[config.mk]
export PLATFORM = sky130hd
export DESIGN_NAME = branch_resolve_unit
export DESIGN_NICKNAME = d
export VERILOG_FILES = /design/src/rtl/branch_resolve_unit.sv
export SDC_FILE = /design/constraint.sdc
export NUM_CORES = 1
export LEC_CHECK = 0
export CORE_MARGIN = 2
export CORE_UTILIZATION = 55
export DETAILED_ROUTE_END_ITERATION = 10
export HOLD_SLACK_MARGIN = 0.03
export PLACE_DENSITY = 0.92
export SLEW_MARGIN = 20
export SYNTH_ARGS = -nofsm -noshare
export SYNTH_HDL_FRONTEND = slang
export SYNTH_SLANG_ARGS = --single-unit
[constraint.sdc]
create_clock -name clk -period 6.5 [get_ports clk]
set_input_delay 0.65 -clock clk [delete_from_list [all_inputs] [get_ports clk]]
set_output_delay 0.65 -clock clk [all_outputs]
set_load 0.03 [all_outputs]
[src/rtl/branch_resolve_unit.sv]
// Two-stage branch resolution unit: resolves RISC-V conditional branches, checks the
// front-end prediction, and keeps a saturating count of delivered mispredicts.
module branch_resolve_unit #(
    parameter int unsigned XLEN  = 32,
    parameter int unsigned CNT_W = 16
) (
    input  logic             clk,
    input  logic             rst,
    input  logic             in_valid,
    output logic             in_ready,
    input  logic [2:0]       in_funct3,
    input  logic [XLEN-1:0]  in_rs1,
    input  logic [XLEN-1:0]  in_rs2,
    input  logic [XLEN-1:0]  in_pc,
    input  logic [XLEN-1:0]  in_imm,
    input  logic             in_pred_taken,
    input  logic [XLEN-1:0]  in_pred_target,
    input  logic             flush,
    output logic             out_valid,
    input  logic             out_ready,
    output logic             out_taken,
    output logic [XLEN-1:0]  out_next_pc,
    output logic             out_mispredict,
    output logic             out_illegal,
    output logic [CNT_W-1:0] mispredict_count
);

    typedef enum logic [2:0] {
        F_BEQ  = 3'b000,
        F_BNE  = 3'b001,
        F_BLT  = 3'b100,
        F_BGE  = 3'b101,
        F_BLTU = 3'b110,
        F_BGEU = 3'b111
    } funct3_e;

    logic             advance;

    logic             s1_valid_q, s1_valid_d;
    logic [2:0]       s1_funct3_q, s1_funct3_d;
    logic [XLEN-1:0]  s1_rs1_q, s1_rs1_d;
    logic [XLEN-1:0]  s1_rs2_q, s1_rs2_d;
    logic [XLEN-1:0]  s1_pc_q, s1_pc_d;
    logic [XLEN-1:0]  s1_imm_q, s1_imm_d;
    logic             s1_pred_taken_q, s1_pred_taken_d;
    logic [XLEN-1:0]  s1_pred_target_q, s1_pred_target_d;

    logic             out_valid_q, out_valid_d;
    logic             out_taken_q, out_taken_d;
    logic [XLEN-1:0]  out_next_pc_q, out_next_pc_d;
    logic             out_mispredict_q, out_mispredict_d;
    logic             out_illegal_q, out_illegal_d;
    logic [CNT_W-1:0] cnt_q, cnt_d;

    logic             eq, lt_s, lt_u;
    logic             res_taken, res_illegal, res_mispredict;
    logic [XLEN-1:0]  res_next_pc;

    assign advance = !out_valid_q || out_ready;
    assign in_ready = advance;

    always_comb begin
        eq          = (s1_rs1_q == s1_rs2_q);
        lt_s        = ($signed(s1_rs1_q) < $signed(s1_rs2_q));
        lt_u        = (s1_rs1_q < s1_rs2_q);
        res_taken   = 1'b0;
        res_illegal = 1'b0;
        case (s1_funct3_q)
            F_BEQ:   res_taken = eq;
            F_BNE:   res_taken = !eq;
            F_BLT:   res_taken = lt_s;
            F_BGE:   res_taken = !lt_s;
            F_BLTU:  res_taken = lt_u;
            F_BGEU:  res_taken = !lt_u;
            default: res_illegal = 1'b1;
        endcase
        res_next_pc = res_taken ? (s1_pc_q + s1_imm_q) : (s1_pc_q + XLEN'(4));
        res_mispredict = !res_illegal &&
                         ((res_taken != s1_pred_taken_q) ||
                          (res_taken && (s1_pred_target_q != res_next_pc)));
    end

    always_comb begin
        s1_valid_d       = s1_valid_q;
        s1_funct3_d      = s1_funct3_q;
        s1_rs1_d         = s1_rs1_q;
        s1_rs2_d         = s1_rs2_q;
        s1_pc_d          = s1_pc_q;
        s1_imm_d         = s1_imm_q;
        s1_pred_taken_d  = s1_pred_taken_q;
        s1_pred_target_d = s1_pred_target_q;
        out_valid_d      = out_valid_q;
        out_taken_d      = out_taken_q;
        out_next_pc_d    = out_next_pc_q;
        out_mispredict_d = out_mispredict_q;
        out_illegal_d    = out_illegal_q;
        cnt_d            = cnt_q;

        if (advance) begin
            s1_valid_d       = in_valid;
            s1_funct3_d      = in_funct3;
            s1_rs1_d         = in_rs1;
            s1_rs2_d         = in_rs2;
            s1_pc_d          = in_pc;
            s1_imm_d         = in_imm;
            s1_pred_taken_d  = in_pred_taken;
            s1_pred_target_d = in_pred_target;
            out_valid_d      = s1_valid_q;
            out_taken_d      = res_taken;
            out_next_pc_d    = res_next_pc;
            out_mispredict_d = res_mispredict;
            out_illegal_d    = res_illegal;
        end

        // Flush only kills valids; a result leaving this cycle is still counted below.
        if (flush) begin
            s1_valid_d  = 1'b0;
            out_valid_d = 1'b0;
        end

        if (out_valid_q && out_ready && out_mispredict_q && (cnt_q != '1)) begin
            cnt_d = cnt_q + CNT_W'(1);
        end
    end

    always_ff @(posedge clk) begin
        if (rst) begin
            s1_valid_q       <= 1'b0;
            s1_funct3_q      <= '0;
            s1_rs1_q         <= '0;
            s1_rs2_q         <= '0;
            s1_pc_q          <= '0;
            s1_imm_q         <= '0;
            s1_pred_taken_q  <= 1'b0;
            s1_pred_target_q <= '0;
            out_valid_q      <= 1'b0;
            out_taken_q      <= 1'b0;
            out_next_pc_q    <= '0;
            out_mispredict_q <= 1'b0;
            out_illegal_q    <= 1'b0;
            cnt_q            <= '0;
        end else begin
            s1_valid_q       <= s1_valid_d;
            s1_funct3_q      <= s1_funct3_d;
            s1_rs1_q         <= s1_rs1_d;
            s1_rs2_q         <= s1_rs2_d;
            s1_pc_q          <= s1_pc_d;
            s1_imm_q         <= s1_imm_d;
            s1_pred_taken_q  <= s1_pred_taken_d;
            s1_pred_target_q <= s1_pred_target_d;
            out_valid_q      <= out_valid_d;
            out_taken_q      <= out_taken_d;
            out_next_pc_q    <= out_next_pc_d;
            out_mispredict_q <= out_mispredict_d;
            out_illegal_q    <= out_illegal_d;
            cnt_q            <= cnt_d;
        end
    end

    assign out_valid        = out_valid_q;
    assign out_taken        = out_taken_q;
    assign out_next_pc      = out_next_pc_q;
    assign out_mispredict   = out_mispredict_q;
    assign out_illegal      = out_illegal_q;
    assign mispredict_count = cnt_q;

endmodule

# == Word-level counts from Yosys, hierarchy flattened ==
# Cells that the tools add are included.
# classes
n_addsub,3
n_lt_le_gt_ge,2
eq_ne,9
mux,3
reduce_logical,14
# ops
operator,count
32-bit less-than comparator,2
32-bit by 3-bit adder with 32-bit output (second input constant),1
32-bit adder,1
32-bit == test,1
32-bit 2-to-1 mux,1
32-bit inequality test,1
16-bit by 1-bit adder with 16-bit output (second input constant),1
16-bit inequality test (second input constant),1
3-bit == test (second input constant),4
1-bit case mux with 6 select lines,1
6-bit OR reduction,1
1-bit logical AND,5
1-bit logical NOT,4
3-bit by 1-bit == test with 1-bit output (second input constant),1
3-bit logical NOT,1
1-bit logical OR,2
2-bit OR reduction,1
1-bit 2-to-1 mux,1
1-bit inequality test,1
# word_totals
ff_bits,217
in_bits,169
output_inout_bits,53
elab_cells,45

# == Longest topological paths before layout ==
# logic_depth
word_depth,8
mapped_depth,15

# == Worst setup path before layout ==
# No wires, ideal clock.
# synth_path
kind,register to register
start,reg s1_pc_q[0]
end,"reg out_mispredict_q, in the netlist out_mispredict"
arrival_time_ps,2972
t_required_ps,6376
setup_slack_ps,3403
stages_incl_launch_ff,14
path_buffers,0
path_cell_list,dfxtp_1 -> ha_1 -> fa_1 -> a21o_1 -> a221oi_2 -> o21ba_2 -> o211ai_2 -> nand2_1 -> xnor3_1 -> a2111o_1 -> nor4_1 -> o2111ai_1 -> nor4_1 -> a21oi_1
# synth_via
elab_chain_cells,6
word_cells_on_any_way,7
# synth_lines
element,line,rtl
from (decl),43,"logic [XLEN-1:0] s1_pc_q, s1_pc_d;"
from (signal assigned),147,s1_pc_q <= s1_pc_d;
32-bit by 3-bit adder with 32-bit output / 32-bit adder (equally long branches),77,res_next_pc = res_taken ? (s1_pc_q + s1_imm_q) : (s1_pc_q + XLEN'(4));
32-bit 2-to-1 mux (*),77,
32-bit inequality test (*),80,(res_taken && (s1_pred_target_q != res_next_pc)));
1-bit logical AND (*),80,
1-bit logical OR (*),79,((res_taken != s1_pred_taken_q) ||
1-bit logical AND (*),78,res_mispredict = !res_illegal &&
to (signal assigned),154,out_mispredict_q <= out_mispredict_d;
to (decl),51,"logic out_mispredict_q, out_mispredict_d;"
# Every way passes the cells marked *; elsewhere a longest branch is shown, timed or not.
# A chain may end at the register's enable or synchronous reset.

# == Final worst setup path ==
# layout_path
start,reg s1_rs2_q[5]
end,"reg out_mispredict_q, in the netlist out_mispredict"
# layout_via
elab_chain_cells,8
word_cells_on_any_way,13
# layout_lines
element,line,rtl
from (decl),42,"logic [XLEN-1:0] s1_rs2_q, s1_rs2_d;"
from (signal assigned),146,s1_rs2_q <= s1_rs2_d;
"32-bit less-than comparator, or another cell as far along",65,lt_u = (s1_rs1_q < s1_rs2_q);
"1-bit logical NOT, on equally long branches","74, 70, 72",
1-bit case mux with 6 select lines (*),68,case (s1_funct3_q)
32-bit 2-to-1 mux,77,
32-bit inequality test,80,
1-bit logical AND,80,
1-bit logical OR (*),79,
1-bit logical AND (*),78,
# Marked as above.

==> reports/qor.yml <==
die_w_um: 151
fin_tns_setup_ps: 0
grt_use_total: 0.292
grt-ovfl-total: 0
power_frac_comb: 0.190
worstMarginPinSlew_ps: 1070
via_per_inst: 5.81
antenna_found_initial: 0
p_clk_frac: 0.395
ys_seq_area_frac: 0.364
nNetsFinal: 1975
final.period_utilization: 0.639
avgRoutedWirePerCell_um: 17.1
crit_arrival_ps: 4550
clkSinkCount: 217
min_period_ps: 4150
pwr-share-seq: 0.415
synth_cell_types: 76
final_hold_viol_count: 0
start_kind: "flop"
timing.critical_path.cells: "inv_1 -> ha_1 -> a21oi_1 -> o21a_1 -> o21ai_1 -> a221o_1 -> a211oi_2 -> xnor3_1 -> o21ai_2 -> buf_4 -> mux2i_1 -> o211ai_1 -> nor4_1 -> a21oi_1"
synthArstFlopShare: 0
clockBufferDepth: 3
rsz0062_at_grt: "no"
final_max_slew_viol_count: 0
htreeDepth: 1
synth.top_cell.area_share: 0.364
yosys.area.top_type: "dfxtp_1"
cpPeakStageDelay_ps: 670
cts_buffers: 24
path_clk_slew_ps: 60
grt_pass1_wl_mm: 53.9
p_total_mw: 3.57
critPathMaxFanout: 21
synthFlopType: "dfxtp_1"
antenna_cells: 0
status: "completed"
end_kind: "flop"
synth-edff-count: 0
highest_layer: "met4"
drive_gt1_frac: 0.0415
p_per_area_nw_per_um2: 238
worst_ep_required_time_ps: 6900
drv_cap: 0
cts_setup_buffers: 0
synth_area_leaders: "dfxtp_1 36%, nand2_1 14%, a21oi_1 9.7%"
cts_hold_buf: 0
syn_inst: 1582
min_path_type: "flop to flop"
wl_mm: 34.7
io-pin-count: 222
grt_max_degree: 114
num_rows: 53
switching_share: 0.278
drtIter0Drc: 985
dpl.hpwl_mm: 25.1
critPathSlowestCell: "o21ai_2"
crit_type: "flop to flop"
syn_area_um2: 11900
leakage_nw: 6.22
synth_nets: 1817
worst_skew_pair.late_latency_ps: 520
floorplan.die.height_um: 151
fmax_mhz: 241
drc: 0
cts_resized: 0
drt-met1-wl_mm: 14.7
avgSynthCellArea_um2: 7.53
finClkSkew_ps: 12.4
p_sw_mw: 0.993
critPathMostFrequentCell: "a21oi_1"
routabilityCongestion: 0.964
root_buffer: "clkbuf_16"
nFillCells: 1642
start_util: 0.563
synth.ff_latch_count: 217
first_global_vias: 11000
vdd_drop_max_mv: 0.166
intPower_mw: 2.58
die_area_um2: 22900
dr_wl_met2_mm: 16.2
drt.antenna.violating_nets: 0
core_region_area_um2: 21200
cts_tree: "yes"
first_pass_iters: 7
numPortBuffers: 221
wl_met3_mm: 2.47
vias: 11800
setup_violations: 0
relSlewSlack: 0.286
synth_warnings: 0
area_growth_pct: 25.8
[layout by cell type, fill, tap and decap left out, types with 28 or more instances in the layout]
cell,n
a21oi_1,230
clkdlybuf4s50_1,220
dfxtp_1,217
ha_1,65
inv_1,60
nand2_1,433
nand3_1,28
nor2_1,79
xnor2_1,42
xor2_1,38
[per-stage QoR]
stage / hold WS, ps / area, µm² / setup WS (ps) / std cells / util
3_5_place_dp: 445 / 14200 / 2450 / 1989 / 0.669
6_report: 449 / 15000 / 2350 / 2032 / 0.709
3_3_place_gp: 440 / 14200 / 2640 / 1989 / 0.669
5_1_grt: 471 / 15000 / 2100 / 2032 / 0.709
4_1_cts: 452 / 15000 / 2410 / 2032 / 0.709
2_1_floorplan: 432 / 11900 / 3400 / 1582 / -
[worst max-delay path, delay by kind of cell (launching register included)]
kind / cells / cell delay [ps]
AO/OA/AOI/OAI: 8 / 2020
buffers and inverters: 2 / 430
XOR/XNOR: 1 / 380
flip-flops: 1 / 340
multiplexers: 1 / 300
adder cells (fa/ha/maj): 1 / 280
AND/OR/NAND/NOR: 1 / 270
[layout make-up]
cell class | count | area [µm²] | share of cell area
Multi-Input combinational cell | 1208 | 6970 | 0.465
Sequential cell | 217 | 4340 | 0.290
Timing Repair Buffer | 227 | 2260 | 0.151
Clock buffer | 33 | 726 | 0.0484
Tap cell | 275 | 344 | 0.0229
Inverter | 62 | 238 | 0.0159
Clock inverter | 10 | 110 | 0.00734
[synthesized netlist by cell type, drive strengths merged, types with 2 or more instances]
library cell  count
a22o              2
inv              61
a21o              9
nand4            18
nand2           433
o311ai            3
a22oi             3
ha               65
o21bai            5
xnor3             3
nor2             79
a21oi           231
o2111ai           5
o221ai            2
buf              19
a221oi            5
nor3             21
clkbuf           76
o31ai             4
o211a             4
o211ai           24
a31oi             8
nor4b             2
nand3            28
and3             16
dfxtp           217
mux2i             6
o311a             2
nor2b            10
and2              7
xnor2            42
a211oi           18
and4             11
a311oi           17
o21a              5
a221o             2
o32a              2
nor4             10
nand2b            5
o21ai            33
or3               9
or2               5
xor2             38
[flip-flops by register name, summed over array words and instances, names as in the netlist, 3 cells and up]
signal and flops:
mispredict_count 16, out_next_pc 32, s1_funct3_q 3, s1_imm_q 32, s1_pc_q 32, s1_pred_target_q 32, s1_rs1_q 32, s1_rs2_q 32
[routing by layer]
layer / track usage / vias to the layer above
met1: 0.388 / 5482
met3: 0.0367 / 85
met2: 0.485 / 492
met4: 0.114 / 0
li1: - / 5747
met5: 0 / -
[power groups by stage]
| stage | sequential [mW] | combinational (mW) | clock (mW) |
|---|---|---|---|
| final | 1.48 | 0.679 | 1.41 |
| after global routing | 1.49 | 0.732 | 1.48 |
| after global placement | 1.50 | 0.649 | 0 |
| after floorplan | 1.52 | 0.383 | 0 |
| after detailed placement | 1.51 | 0.662 | 0 |
| after CTS | 1.48 | 0.670 | 1.42 |
[kinds of logic (layout without fill, tap and decap cells)]
logic type / count (synthesis) / count (layout) / share of synthesized area
buffers and inverters: 157 / 332 / 0.0515
xor gates and xnor gates: 84 / 84 / 0.0664
adders and majority gates: 66 / 66 / 0.0699
muxes: 7 / 7 / 0.00598
DFF: 217 / 217 / 0.364
AOI/OAI and AO/OA: 395 / 395 / 0.205
and+or+nand+nor: 656 / 656 / 0.236
[path summary, 6_finish.rpt]
kind	from	to	slack, ps	cells after the start
worst max-delay path	s1_rs2_q[5]$_SDFFE_PP0P_	out_mispredict$_SDFFE_PP0P_	2350	14
worst min-delay path	s1_rs2_q[27]$_SDFFE_PP0P_	s1_rs2_q[27]$_SDFFE_PP0P_	450	2
worst max register to register	s1_rs2_q[5]$_SDFFE_PP0P_	out_mispredict$_SDFFE_PP0P_	2350	14
worst min register to register	s1_rs2_q[27]$_SDFFE_PP0P_	s1_rs2_q[27]$_SDFFE_PP0P_	450	2
(Power assumes the default switching activity.)
